===== src/rtl/slot_pkg.sv =====
// Shared types and constants for the slot machine reel generator.
package slot_pkg;

  typedef logic [1:0] state_t;

  localparam state_t StIdle = 2'd0;
  localparam state_t StSpin = 2'd1;
  localparam state_t StDone = 2'd2;

  localparam int unsigned DefaultSymbols = 10;
  localparam logic [15:0] LfsrTaps = 16'hB400;

  // Distinct power-on symbols so the bank never sees a false match before the first spin.
  localparam logic [3:0] RstSym [4] = '{4'd0, 4'd1, 4'd2, 4'd3};

  // Fold a raw nibble into 0..symbols-1; eight passes covers symbols=2 with raw=15.
  function automatic logic [3:0] map_symbol(input logic [3:0] raw, input int unsigned symbols);
    logic [4:0] v;
    v = {1'b0, raw};
    for (int unsigned k = 0; k < 8; k++) begin
      if (v >= 5'(symbols)) v = v - 5'(symbols);
    end
    return v[3:0];
  endfunction

endpackage


===== src/rtl/slot_lfsr.sv =====
// 16-bit Galois LFSR that free-runs every cycle and reloads its seed if it ever reads zero.
module slot_lfsr
  import slot_pkg::*;
#(
  parameter logic [15:0] Seed = 16'hACE1
) (
  input  logic        clk_i,
  input  logic        rst_ni,
  output logic [15:0] lfsr_o
);

  logic [15:0] lfsr_d, lfsr_q;

  always_comb begin
    if (lfsr_q == 16'h0) begin
      lfsr_d = Seed;
    end else begin
      lfsr_d = {1'b0, lfsr_q[15:1]} ^ (lfsr_q[0] ? LfsrTaps : 16'h0);
    end
  end

  always_ff @(posedge clk_i or negedge rst_ni) begin
    if (!rst_ni) begin
      lfsr_q <= Seed;
    end else begin
      lfsr_q <= lfsr_d;
    end
  end

  assign lfsr_o = lfsr_q;

endmodule


===== src/rtl/slot_reels.sv =====
// Four-reel symbol generator: a spin edge starts an LFSR draw, reels freeze in staggered order,
// then a one-cycle result_valid pulse reports the final symbols and the jackpot flag.
module slot_reels
  import slot_pkg::*;
#(
  parameter int unsigned SYMBOLS     = DefaultSymbols,
  parameter int unsigned SPIN_CYCLES = 16,
  parameter int unsigned STAGGER     = 8,
  parameter logic [15:0] LFSR_SEED   = 16'hACE1
) (
  input  logic       clk,
  input  logic       rst_n,
  input  logic       spin,
  output logic [3:0] randNum1,
  output logic [3:0] randNum2,
  output logic [3:0] randNum3,
  output logic [3:0] randNum4,
  output logic       spinning,
  output logic [3:0] reel_stop,
  output logic       result_valid,
  output logic       jackpot
);

  localparam int unsigned LastCnt = SPIN_CYCLES + 3 * STAGGER;
  localparam int unsigned CntW    = $clog2(LastCnt + 2);

  state_t            state_d, state_q;
  logic [CntW-1:0]   cnt_d, cnt_q;
  logic [3:0]        reel_d [4];
  logic [3:0]        reel_q [4];
  logic [3:0]        stop_d, stop_q;
  logic              valid_d, valid_q;
  logic              jackpot_d, jackpot_q;
  logic              spin_prev_q;
  logic [15:0]       lfsr;

  slot_lfsr #(
    .Seed(LFSR_SEED)
  ) u_lfsr (
    .clk_i (clk),
    .rst_ni(rst_n),
    .lfsr_o(lfsr)
  );

  always_comb begin
    state_d   = state_q;
    cnt_d     = cnt_q;
    reel_d    = reel_q;
    stop_d    = stop_q;
    valid_d   = 1'b0;
    jackpot_d = jackpot_q;
    case (state_q)
      StIdle: begin
        if (spin && !spin_prev_q) begin
          state_d   = StSpin;
          cnt_d     = '0;
          stop_d    = '0;
          jackpot_d = 1'b0;
        end
      end
      StSpin: begin
        cnt_d = cnt_q + CntW'(1);
        // Reel i keeps drawing until its own threshold, then holds and reports stopped.
        for (int unsigned i = 0; i < 4; i++) begin
          if (cnt_q < CntW'(SPIN_CYCLES + i * STAGGER)) begin
            reel_d[i] = map_symbol(lfsr[4*i +: 4], SYMBOLS);
          end else begin
            stop_d[i] = 1'b1;
          end
        end
        if (cnt_q == CntW'(LastCnt)) state_d = StDone;
      end
      StDone: begin
        valid_d   = 1'b1;
        jackpot_d = (reel_q[0] == reel_q[1]) && (reel_q[1] == reel_q[2]) &&
                    (reel_q[2] == reel_q[3]);
        state_d   = StIdle;
      end
      default: state_d = StIdle;
    endcase
  end

  always_ff @(posedge clk or negedge rst_n) begin
    if (!rst_n) begin
      state_q     <= StIdle;
      cnt_q       <= '0;
      reel_q      <= RstSym;
      stop_q      <= '0;
      valid_q     <= 1'b0;
      jackpot_q   <= 1'b0;
      spin_prev_q <= 1'b0;
    end else begin
      state_q     <= state_d;
      cnt_q       <= cnt_d;
      reel_q      <= reel_d;
      stop_q      <= stop_d;
      valid_q     <= valid_d;
      jackpot_q   <= jackpot_d;
      spin_prev_q <= spin;
    end
  end

  assign randNum1     = reel_q[0];
  assign randNum2     = reel_q[1];
  assign randNum3     = reel_q[2];
  assign randNum4     = reel_q[3];
  assign spinning     = (state_q == StSpin);
  assign reel_stop    = stop_q;
  assign result_valid = valid_q;
  assign jackpot      = jackpot_q;

endmodule


===== config.mk =====
export PLATFORM = sky130hd
export DESIGN_NAME = slot_reels
export DESIGN_NICKNAME = d
export VERILOG_FILES = /design/src/rtl/slot_pkg.sv /design/src/rtl/slot_lfsr.sv /design/src/rtl/slot_reels.sv
export SDC_FILE = /design/constraint.sdc
export NUM_CORES = 1
export LEC_CHECK = 0
export CORE_UTILIZATION = 57
export DETAILED_ROUTE_END_ITERATION = 8
export PLACE_DENSITY = 0.87
export SLEW_MARGIN = 20
export SYNTH_ARGS = -nofsm -noshare
export SYNTH_HDL_FRONTEND = slang
export SYNTH_SLANG_ARGS = --single-unit

===== constraint.sdc =====
create_clock -name clk -period 8.3 [get_ports clk]
set_input_delay 0.83 -clock clk [delete_from_list [all_inputs] [get_ports clk]]
set_output_delay 0.83 -clock clk [all_outputs]
set_load 0.01 [all_outputs]

# Word level (Yosys, flattened, before mapping)
# Cells that the tools add are included.
[op_classes]
addsub = 33
magnitude_cmp = 36
n_eq_ne = 12
muxes = 104
n_bitwise = 1
n_reduce_logical = 19
[op_table]
columns = ["op", "count"]
rows = [
  ["5-bit 2-to-1 mux", 84],
  ["5-bit by 4-bit >= comparator with 1-bit output, second input constant", 28],
  ["5-bit by 4-bit subtractor with 5-bit output, second input constant", 24],
  ["16-bit 2-to-1 mux", 2],
  ["4-bit 2-to-1 mux", 5],
  ["4-bit by 4-bit subtractor with 5-bit output, second input constant", 4],
  ["4-bit >= comparator, second input constant", 4],
  ["16-bit logical NOT", 1],
  ["4-bit subtractor, second input constant", 4],
  ["15-bit by 16-bit XOR with 16-bit output", 1],
  ["2-bit AND reduction", 7],
  ["4-bit == test", 3],
  ["6-bit by 5-bit less-than comparator with 1-bit output, second input constant", 2],
  ["6-bit less-than comparator, second input constant", 2],
  ["6-bit one-hot mux with 2 select lines", 1],
  ["3-bit AND reduction", 4],
  ["2-bit != test, second input constant", 5],
  ["4-bit one-hot mux with 2 select lines", 1],
  ["6-bit by 1-bit adder with 6-bit output, second input constant", 1],
  ["6-bit == test, second input constant", 1],
  ["1-bit 2-to-1 mux", 6],
  ["6-bit 2-to-1 mux", 1],
  ["2-bit 2-to-1 mux", 2],
  ["2-bit one-hot mux with 2 select lines", 1],
  ["other kinds (8)", 11],
]
[totals]
register_bits = 47
in_bits = 3
wordCells = 219

# Depth between registers and ports, before layout
[depth]
depth_word = 30
ltp_mapped = 46
ltp_nobuf = 44

# By module
# A second synthesis with hierarchy kept.
[unflattened]
hier_cells = 715
area_unflattened_um2 = 5755.5
[by_module_without_submodules]
columns = ["module", "instances", "cells_per_inst", "area_each_um2"]
rows = [
  ["slot_reels", 1, 667, 5071.1],
  ["slot_lfsr", 1, 48, 684.4],
]

# Worst setup path after synthesis
# No wires, ideal clock.
[synth_path]
path_kind = "reg2reg"
start = "register u_lfsr.lfsr_q[1] (netlist: u_lfsr.lfsr_o[1])"
end = "register reel_q (netlist bit randNum1[3])"
arrival_time_ps = 7899
required_ps = 8229
path_slack_ps = 330
stages_incl_launch_ff = 43
path_buffers = 2
synth_period_minus_slack_ps = 7970
path_cell_list = "dfrtp_1 -> inv_1 -> ha_1 -> inv_1 -> ha_1 -> buf_2 -> and2_1 -> a211oi_4 -> ha_1 -> clkbuf_1 -> a211oi_1 -> nor3_1 -> or3_1 -> inv_1 -> ha_1 -> nand2b_1 -> a211oi_1 -> mux2_2 -> [... 7 more ...] -> nand3_1 -> and3_1 -> ha_1 -> nor2b_1 -> nor3_1 -> nor3_2 -> nor4bb_4 -> or2_1 -> inv_1 -> ha_1 -> a311o_1 -> o32a_1 -> o31ai_1 -> a31o_2 -> ha_1 -> inv_1 -> or4b_1 -> nand3_1"
[synth_via]
elab_chain_cells = 30
word_cells_on_any_way = 38
[synth_lines]
columns = ["element", "line_no", "source"]
rows = [
  ["start, declared", "slot_lfsr.sv:12", "logic [15:0] lfsr_d, lfsr_q;"],
  ["start signal, assigned", "slot_lfsr.sv:26", "lfsr_q <= lfsr_d;"],
  ["4-bit by 4-bit subtractor with 5-bit output / 4-bit >= comparator (equally long branches)", "slot_pkg.sv:21", "if (v >= 5'(symbols)) v = v - 5'(symbols);"],
  ["5-bit 2-to-1 mux *", "slot_pkg.sv:21", ""],
  ["5-bit 2-to-1 mux *", "slot_reels.sv:65", "if (cnt_q < CntW'(SPIN_CYCLES + i * STAGGER)) begin"],
  ["5-bit 2-to-1 mux *", "slot_reels.sv:52", "case (state_q)"],
  ["5-bit by 4-bit subtractor with 5-bit output / 5-bit by 4-bit >= comparator with 1-bit output (equally long branches)", "slot_pkg.sv:21", ""],
  ["5-bit 2-to-1 mux *", "slot_pkg.sv:21", ""],
  ["5-bit 2-to-1 mux *", "slot_reels.sv:65", ""],
  ["5-bit 2-to-1 mux *", "slot_reels.sv:52", ""],
  ["[... 14 more ...]", "--", ""],
  ["5-bit 2-to-1 mux *", "slot_reels.sv:65", ""],
  ["5-bit 2-to-1 mux *", "slot_reels.sv:52", ""],
  ["5-bit by 4-bit subtractor with 5-bit output / 5-bit by 4-bit >= comparator with 1-bit output (equally long branches)", "slot_pkg.sv:21", ""],
  ["5-bit 2-to-1 mux *", "slot_pkg.sv:21", ""],
  ["5-bit 2-to-1 mux *", "slot_reels.sv:65", ""],
  ["5-bit 2-to-1 mux *", "slot_reels.sv:52", ""],
  ["4-bit subtractor / 5-bit by 4-bit >= comparator with 1-bit output (equally long branches)", "slot_pkg.sv:21", ""],
  ["4-bit 2-to-1 mux *", "slot_pkg.sv:21", ""],
  ["end signal, assigned", "slot_reels.sv:87", "reel_q <= RstSym;"],
  ["end signal, assigned", "slot_reels.sv:95", "reel_q <= reel_d;"],
  ["end, declared", "slot_reels.sv:30", "logic [3:0] reel_q [4];"],
]
# Every way passes the cells marked *; elsewhere a longest branch is shown, timed or not. The select of a mux whose other input is x is not followed.
# A chain may end at the register's enable or synchronous reset.

# Final worst setup path
# Ends and elaborated chain as after synthesis.

==> reports/results.ini <==
[floorplanning]
die_h_um = 104
dieArea_mm2 = 0.0108
rows = 36
initial_utilization_pct = 59.6
coreArea_mm2 = 0.00995
io_pins = 26
die_w_um = 104

[worst_setup_path]
startpoint_type = register
worst_ep_required_time_ns = 8.54
crit_buf_inv = 5
crit_path_start = u_lfsr.lfsr_o[1]
crit_top_cell = ha_1
reg2reg_depth = 39
worst-path-max-fanout = 8
rr_endpoint = randNum1[3]
slowest_stage = or4b_1
critical-path-top-delay-family = compound AO/OA/AOI/OAI gates
regToRegSetupSlack_ns = 0.30
max_stage_delay_ns = 0.51
timing.rr.start = u_lfsr.lfsr_o[1]
worstSetupPathType = reg -> reg
cp.arrival_ns = 8.24
endpoint_kind = register

[synthesis]
synth.top_cell.area_share_pct = 14.8
synth_adder_area_share_pct = 7.80
synth_xor_xnor_area_share_pct = 2.07
synth_area_mm2 = 0.00594
synth_area_leader_cell = dfrtp_1
yosysMostFrequentCell = nand2_1
synth_compound_area_share_pct = 33.6
avgSynthCellArea_um2 = 7.95
ys.flop_type = dfrtp_1
yosysWarningCount = 0
synthSimpleGateAreaFrac_pct = 26.6
yosysUniqueCellTypes = 97
postSynth.asyncResetShare_pct = 100
synth-edff-count = 0
synthMuxAreaShare_pct = 4.62
seq_area_frac_synth_pct = 20.1
synth_area_leaders = dfrtp_1 (15%), ha_1 (7.8%), dfstp_2 (5.3%)
synthTopCellsByCount = nand2_1 (61), nor2_1 (47), inv_1 (45)
synthesis.nets = 787
syn_inst = 747
synth_top_family_by_area = compound AO/OA/AOI/OAI gates
ys_ff_latch = 47

[sta]
drv_slew = 0
fmax_mhz = 125
relSlewSlack_pct = 40.4
setup_viol_count_final = 0
worstMarginPinSlew_ns = 0.887
hold_viol = 0
timing.final.crit_share_pct = 96.4
finalClockSkew_ns = 0.00856
min_period_ns = 8.00
rsz0062_at_grt = true

[drt]
wl_met2_mm = 8.06
firstDrtPassIters = 5
num_vias = 6121
routed_via_density = 6.70
routed.top_layer = met4
ant_nets = 0
avgRoutedWirePerCell_um = 17.5
first_iter_violations = 413
wirelength_met1_mm = 6.85
wl_met3_um = 752
wl_mm = 16.0
drcViolationCount = 0

[global_route]
grt_pass1_vias = 5749
overflow = 0
grt_usage_pct = 28.3
grt_antenna_before_repair = 0
grt_pass1_wl_mm = 26.2
grt_start_max_net_pins = 48

[finish]
fill_cells = 792
nNetsFinal = 820
diodes = 0
area_growth_pct = 14.6
final_util_pct = 68.4
drive_gt1_share_pct = 20.6

[clocking]
cts-htree-levels = 2
hold_buffers = 0
insertion_delay_ns = 0.30
cts_num_sinks = 47
clkSlewWorstSetupHoldPaths_ns = 0.09
root_buffer = clkbuf_8
cts_tree = built
cts_max_path_buffers = 2
cts_buffers = 5

[min_path]
holdPathStages = 0
hold_class = reg -> reg
whs_endpoint = u_lfsr.lfsr_o[9]
min_from = u_lfsr.lfsr_o[10]

[placed_design]
port_buffers = 25
gp_congestion = 0.920
hpwl_mm = 11.8

[pwr]
power.leakage_nw = 2.67
power.total_mw = 0.828
power.density_mw_per_mm2 = 122
ir_drop_uv = 94.5

[status]
status = finished, final reports clean

[job]
cap_violations = 0

-- cells by family after synthesis --
| family | count (synthesis) |
|---|---|
| AO/OA/AOI/OAI | 260 |
| XOR/XNOR | 14 |
| adder cells (fa/ha/maj) | 37 |
| buffers and inverters | 79 |
| flip-flops | 47 |
| multiplexers | 26 |
| AND/OR/NAND/NOR | 284 |
-- metal layers --
metal / vias to the layer above / global-route usage [%]
met5: - / 0
met4: 0 / 7.45
met3: 29 / 2.63
met2: 185 / 51.3
met1: 2980 / 35.7
li1: 2927 / -
-- state kept, by name, summed over array words and instances (netlist names) --
| signal | count |
|---|---|
| randNum4 | 4 |
| state_q | 2 |
| cnt_q | 6 |
| randNum3 | 4 |
| spin_prev_q | 1 |
| jackpot | 1 |
| u_lfsr.lfsr_o | 16 |
| result_valid | 1 |
| randNum2 | 4 |
| randNum1 | 4 |
| reel_stop | 4 |
-- worst register-to-register path, delay by kind of cell (launching register included) --
kind,cells,cell delay [ns]
simple gates,12,2.30
buf+inv,5,0.35
fa+ha+maj,8,1.61
flops,1,0.36
mux,2,0.62
compound gates,12,2.69
-- power by group --
| part | leakage, nW | switching, mW | internal (mW) | total (mW) |
|---|---|---|---|---|
| Clock | 0.0612 | 0.0744 | 0.0974 | 0.172 |
| Sequential | 0.535 | 0.0610 | 0.284 | 0.345 |
| Combinational | 2.08 | 0.162 | 0.149 | 0.311 |
| Total | 2.67 | 0.298 | 0.530 | 0.828 |
-- per-stage QoR --
step,hold WS [ns],area (um^2),TNS (ns),cells,setup WS [ns]
floorplan,0.451,5940,0,747,0.330
global placement,0.430,6340,0,890,0.193
detailed placement,0.434,6340,-0.767,890,-0.292
CTS,0.443,6500,0,900,0.0408
global route,0.450,6800,-0.416,914,-0.156
finish,0.437,6800,0,914,0.300
-- cell usage in the layout, fill, tap and decap left out, drive strengths merged, types with 6 or more instances in the layout --
master,n
o21a,15
a31oi,11
mux2i,15
and2,10
nand3b,6
xnor2,11
o211a,8
nand4,7
dfrtp,35
nand2,61
mux2,11
nor2b,15
clkbuf,6
a21boi,7
o211ai,21
a211oi,16
a311oi,6
o21ai,41
nor4,10
buf,35
nor3,18
nand2b,19
a21oi,44
or2,17
inv,45
ha,37
nand3,24
dfstp,12
nor2,47
o22ai,9
or3,14
clkdlybuf4s50,24
-- what timing repair did --
action | 4_1_cts | 5_1_grt
setup endpoints to repair | 3 | 11
setup buffers | 2 | 14
hold endpoints to repair | 0 | 0
resized for setup | 5 | 49
cloned | 0 | 0
pin swaps | 2 | 12
-- final cells by class --
cell class / count / area (um^2) / area share (%)
sequential: 47 / 1200 / 17.6
timing repair buffer: 59 / 503 / 7.39
multi-input combinational: 621 / 4650 / 68.3
clock inverter: 2 / 35.0 / 0.515
inverter: 46 / 173 / 2.54
clock buffer: 6 / 82.6 / 1.21
tap: 133 / 166 / 2.45
-- worst max path at each step --
stage | end | slack [ns] | depth (start not counted)
after global routing | randNum1[3] | -0.16 | 41
final | randNum1[3] | 0.30 | 39
after floorplan | randNum1[3] | 0.33 | 42
after global placement | randNum1[3] | 0.19 | 41
after CTS | randNum1[3] | 0.04 | 40
after detailed placement | randNum1[3] | -0.29 | 40
Note: power is estimated with default switching activity, not from simulation.
